File: config.mk
export PLATFORM = sky130hd
export DESIGN_NAME = mbyte_add_seq
export DESIGN_NICKNAME = d
export VERILOG_FILES = /design/src/rtl/mbyte_add_seq.sv
export SDC_FILE = /design/constraint.sdc
export NUM_CORES = 1
export LEC_CHECK = 0
export ABC_AREA = 1
export CORE_UTILIZATION = 44
export CTS_CLUSTER_DIAMETER = 50
export DETAILED_ROUTE_END_ITERATION = 16
export PLACE_DENSITY = 0.76
export SYNTH_ARGS = -nofsm -noshare
export SYNTH_HDL_FRONTEND = slang
export SYNTH_SLANG_ARGS = --single-unit
export TNS_END_PERCENT = 1
File: constraint.sdc
create_clock -name clk -period 2.2 [get_ports clk]
set_clock_uncertainty 0.2 [all_clocks]
set_input_delay 0.44 -clock clk [delete_from_list [all_inputs] [get_ports clk]]
set_output_delay 0.44 -clock clk [all_outputs]
set_load 0.05 [all_outputs]
File: src/rtl/mbyte_add_seq.sv
// Multi-byte add/subtract sequencer: feeds an external 8-bit adder one byte
// pair per clock, LSB first, chains its carry and returns the result on valid/ready.
//
// state | meaning
// IDLE  | ready for operands (in_ready=1)
// RUN   | one byte pair per cycle presented to the adder
// DONE  | result held until out_valid && out_ready
module mbyte_add_seq #(
  parameter int NBYTES = 4
) (
  input  logic                clk,
  input  logic                rst_n,
  input  logic                in_valid,
  output logic                in_ready,
  input  logic [8*NBYTES-1:0] a_in,
  input  logic [8*NBYTES-1:0] b_in,
  input  logic                cin,
  input  logic                sub,
  output logic [7:0]          add_x,
  output logic [7:0]          add_y,
  output logic                add_ci,
  input  logic [7:0]          add_s,
  input  logic                add_co,
  output logic                out_valid,
  input  logic                out_ready,
  output logic [8*NBYTES-1:0] sum_out,
  output logic                cout,
  output logic                ovf
);

  localparam int W  = 8 * NBYTES;
  localparam int IW = (NBYTES > 1) ? $clog2(NBYTES) : 1;
  localparam logic [IW-1:0] LAST = IW'(NBYTES - 1);

  typedef enum logic [1:0] {IDLE, RUN, DONE} state_t;

  state_t        state_q, state_d;
  logic [W-1:0]  a_q, a_d, b_q, b_d;
  logic [IW-1:0] idx_q, idx_d;
  logic [7:0]    x_q, x_d, y_q, y_d;
  logic          ci_q, ci_d;
  logic [W-1:0]  sum_q, sum_d;
  logic          cout_q, cout_d, ovf_q, ovf_d, oval_q, oval_d;
  logic [W-1:0]  b_eff;

  assign b_eff = sub ? ~b_in : b_in;

  // a_q/b_q hold the bytes not yet presented; x_q/y_q/ci_q are the registered
  // adder inputs, so ci_q doubles as the chained carry register.
  always_comb begin
    state_d = state_q;
    a_d     = a_q;
    b_d     = b_q;
    idx_d   = idx_q;
    x_d     = x_q;
    y_d     = y_q;
    ci_d    = ci_q;
    sum_d   = sum_q;
    cout_d  = cout_q;
    ovf_d   = ovf_q;
    oval_d  = oval_q;
    case (state_q)
      IDLE: begin
        if (in_valid) begin
          x_d     = a_in[7:0];
          y_d     = b_eff[7:0];
          a_d     = a_in >> 8;
          b_d     = b_eff >> 8;
          ci_d    = sub ? 1'b1 : cin;
          idx_d   = '0;
          state_d = RUN;
        end
      end
      RUN: begin
        sum_d[{idx_q, 3'b000} +: 8] = add_s;
        x_d   = a_q[7:0];
        y_d   = b_q[7:0];
        a_d   = a_q >> 8;
        b_d   = b_q >> 8;
        ci_d  = add_co;
        idx_d = idx_q + 1'b1;
        if (idx_q == LAST) begin
          x_d     = '0;
          y_d     = '0;
          ci_d    = 1'b0;
          idx_d   = '0;
          cout_d  = add_co;
          ovf_d   = (x_q[7] == y_q[7]) && (add_s[7] != x_q[7]);
          oval_d  = 1'b1;
          state_d = DONE;
        end
      end
      DONE: begin
        if (out_ready) begin
          oval_d  = 1'b0;
          state_d = IDLE;
        end
      end
      default: state_d = IDLE;
    endcase
  end

  always_ff @(posedge clk or negedge rst_n) begin
    if (!rst_n) begin
      state_q <= IDLE;
      a_q     <= '0;
      b_q     <= '0;
      idx_q   <= '0;
      x_q     <= '0;
      y_q     <= '0;
      ci_q    <= 1'b0;
      sum_q   <= '0;
      cout_q  <= 1'b0;
      ovf_q   <= 1'b0;
      oval_q  <= 1'b0;
    end else begin
      state_q <= state_d;
      a_q     <= a_d;
      b_q     <= b_d;
      idx_q   <= idx_d;
      x_q     <= x_d;
      y_q     <= y_d;
      ci_q    <= ci_d;
      sum_q   <= sum_d;
      cout_q  <= cout_d;
      ovf_q   <= ovf_d;
      oval_q  <= oval_d;
    end
  end

  assign in_ready  = (state_q == IDLE);
  assign add_x     = x_q;
  assign add_y     = y_q;
  assign add_ci    = ci_q;
  assign out_valid = oval_q;
  assign sum_out   = sum_q;
  assign cout      = cout_q;
  assign ovf       = ovf_q;

endmodule

==> impl_metrics.ini <==
[status]
status = completed

[cells_and_area]
utilization_pct = 61.69
stdcell_area_sq_um = 6805
diodes = 0
drive_gt1_share_pct = 6.233
n_fill_cell = 982
nets = 834
multi_input_area_sq_um = 2108
area_growth_pct = 34.00
seqCellArea_sq_um = 2603

[route]
drtIter0Drc = 212
viasPerCell = 5.060
ant_nets = 0
num_vias = 4524
drc = 0
wl_um = 12200
wire_per_inst_um = 13.65
dr.pass1.iters = 5

[logic_synthesis]
synth_flop_cell = dfrtp_1
yosys.area.top_type_share_pct = 51.24
muxShareOfSynthArea_pct = 0
synth_top_family_by_area = simple AND/OR/NAND/NOR gates
synth_area_leaders = dfrtp_1 51%, nand2_1 18%, nand3_1 7.8%
synth_xor_area_share_pct = 3.966
yosys_warnings = 0
synth_edf_count = 0
ys_async_sr_fraction_pct = 100.0
synth_area_leader_cell = dfrtp_1
synth-seq-cells = 104
synth-simple-area-share_pct = 30.55
seq_area_frac_synth_pct = 51.24
syn-cell-area_sq_um = 5079
syn_inst = 627
synth_fp_nets = 712
synth_compound_area_share_pct = 5.371
synth.distinct_cells = 29
syn_avg_cell_area_sq_um = 8.100
synthAdderAreaFrac_pct = 1.478

[setup_path]
crit_path_start_kind = flip-flop
crit_path_cell_trace = clkdlybuf4s50_1
cp_num_buf_inv = 1
worstPathRequired_ns = 1.56
path_max_fanout = 2
arrival_ns = 1.53
cpMaxStageDelayCell = clkdlybuf4s50_1
path_class = flip-flop to primary output
critPathTopFamily = buffers and inverters
crit_path_end_kind = primary output
cpPeakStageDelay_ns = 0.81

[floorplanning]
io_pins = 132
core_sq_um = 11030
dieArea_sq_um = 11980
start_util_pct = 46.04
die_h_um = 109.4
die_w_um = 109.4
rows = 38

[timing]
final.setup.tns_ns = 0
fmax_mhz = 460.4
finalCriticalPeriod_ns = 2.172
rsz0062_at_grt = no
min_period_over_period_pct = 98.74
setup_viol = 0
tightest_slew_ns = 0.6229
slew-limit-headroom_pct = 58.47
hold_viol = 0
maxSlewViolCount = 0

[clocking]
root_buffer = clkbuf_16
clkSinkCount = 104
clkLatencyLatePin_ns = 0.34
cts.reportedPaths.clkPinSlew_ns = 0.07
cts_max_path_buffers = 2
cts_tree = done
htreeDepth = 3
cts_buffers = 9
cts_setup_buffers = 0

[placement]
hpwl_um = 8504
io_buffer_count = 131
placed_area_sq_um = 6461
place_congestion = 0.8520

[grt]
grt_max_degree = 105
grt_overflow_total = 0
grt_pass1_wl_um = 20260
antenna_found_initial = 0
grt.total_usage_pct = 21.79
grt_pass1_vias = 4337

[worst_hold_path]
hold_path_class = flip-flop to flip-flop

[job]
cap_violations = 0

[pwr]
power_leakage_nw = 3.429
ir_drop_mv = 0.9492
powerDensity_nw_per_um2 = 1491
==> flip-flops by register name (all words and copies together) (netlist names), 2 cells and up <==
name     count
add_y        8
add_x        8
b_q         24
a_q         24
state_q      2
idx_q        2
sum_out     32
==> where the power goes <==
group          internal, W  leakage [nW]  switching, W
clock              0.00101         0.157      0.000727
sequential         0.00269          1.36      0.000497
combinational      0.00167          1.91       0.00355
total              0.00537          3.43       0.00478
==> layout make-up <==
class / count / share of cell area [%]
inverter: 43 / 2.445
timing repair buffer: 140 / 21.00
tap: 140 / 2.574
sequential: 104 / 38.24
clock inverter: 7 / 1.452
multi-input combinational: 451 / 30.98
clock buffer: 9 / 3.309
==> synth_stat cells, types with 6 or more instances <==
| cell | number |
|---|---|
| xor2_1 | 15 |
| nor2_1 | 28 |
| o21ai_0 | 42 |
| xnor2_1 | 8 |
| nand3_1 | 79 |
| buf_4 | 6 |
| nand2_1 | 248 |
| ha_1 | 6 |
| dfrtp_1 | 104 |
| buf_2 | 12 |
| buf_6 | 8 |
| inv_1 | 39 |
==> worst min-delay path: cells and delay by family (launching register included) <==
family,cells,cell delay [ns]
DFF,1,0.35
and+or+nand+nor,1,0.05
AOI/OAI and AO/OA,1,0.06
==> cell families (layout without fill, tap and decap cells) <==
| group | after synthesis | in the layout |
|---|---|---|
| compound gates | 53 | 53 |
| xor+xnor | 23 | 23 |
| fa+ha+maj | 6 | 6 |
| buf+inv | 72 | 199 |
| flops | 104 | 104 |
| simple gates | 369 | 369 |
==> final timing paths <==
path / startpoint / end / slack [ns] / cells after the start
max: add_x[3] / add_x[3] / 0.03 / 1
min: b_q[21] / b_q[21] / 0.29 / 2
max reg2reg: idx_q[1] / sum_out[11] / 0.23 / 6
min reg2reg: b_q[21] / b_q[21] / 0.29 / 2
max in group asynchronous: rst_n / add_y[6] / 0.82 / 3
min in group asynchronous: rst_n / sum_out[6] / 0.44 / 3
==> cell usage in the layout, fill, tap and decap left out, types with 2 or more instances in the layout <==
cell,n
clkdlybuf4s50_1,118
xor2_1,15
dlymetal6s2s_1,4
ha_1,6
xnor2_1,8
buf_4,11
inv_1,39
o21ai_1,5
inv_6,3
clkbuf_16,9
dfrtp_1,104
bufinv_16,2
nand4_1,4
buf_12,5
nand3_1,79
inv_4,2
o21ai_0,42
nor2_2,4
a21oi_1,3
nand2_4,2
nor2_1,28
nand2_1,248
==> per-stage QoR <==
step	instances	power [W]	setup WS [ns]	hold WS (ns)
2_1_floorplan	627	0.006835	0.1444	-0.05559
3_3_place_gp	877	0.008317	0.2995	0.2640
3_5_place_dp	877	0.008444	0.2503	0.2699
4_1_cts	894	0.01020	0.02197	0.2900
5_1_grt	894	0.01081	0.0007159	0.3073
6_report	894	0.01015	0.02775	0.2876
==> metal layers <==
metal  global-route usage, %  vias up  wire, um
li1                        -     2219         -
met1                   29.98     2128      5490
met2                   35.35      161      5769
met3                   3.082       16       777
met4                   7.524        0       166
met5                       0        -         0
==> repair_timing <==
action,CTS,global route
endpoints found under the setup margin,0,4
endpoints found under the hold margin,48,0
gates resized for setup,0,4
hold buffers,1,0
Power figures use the tool's default switching activity.
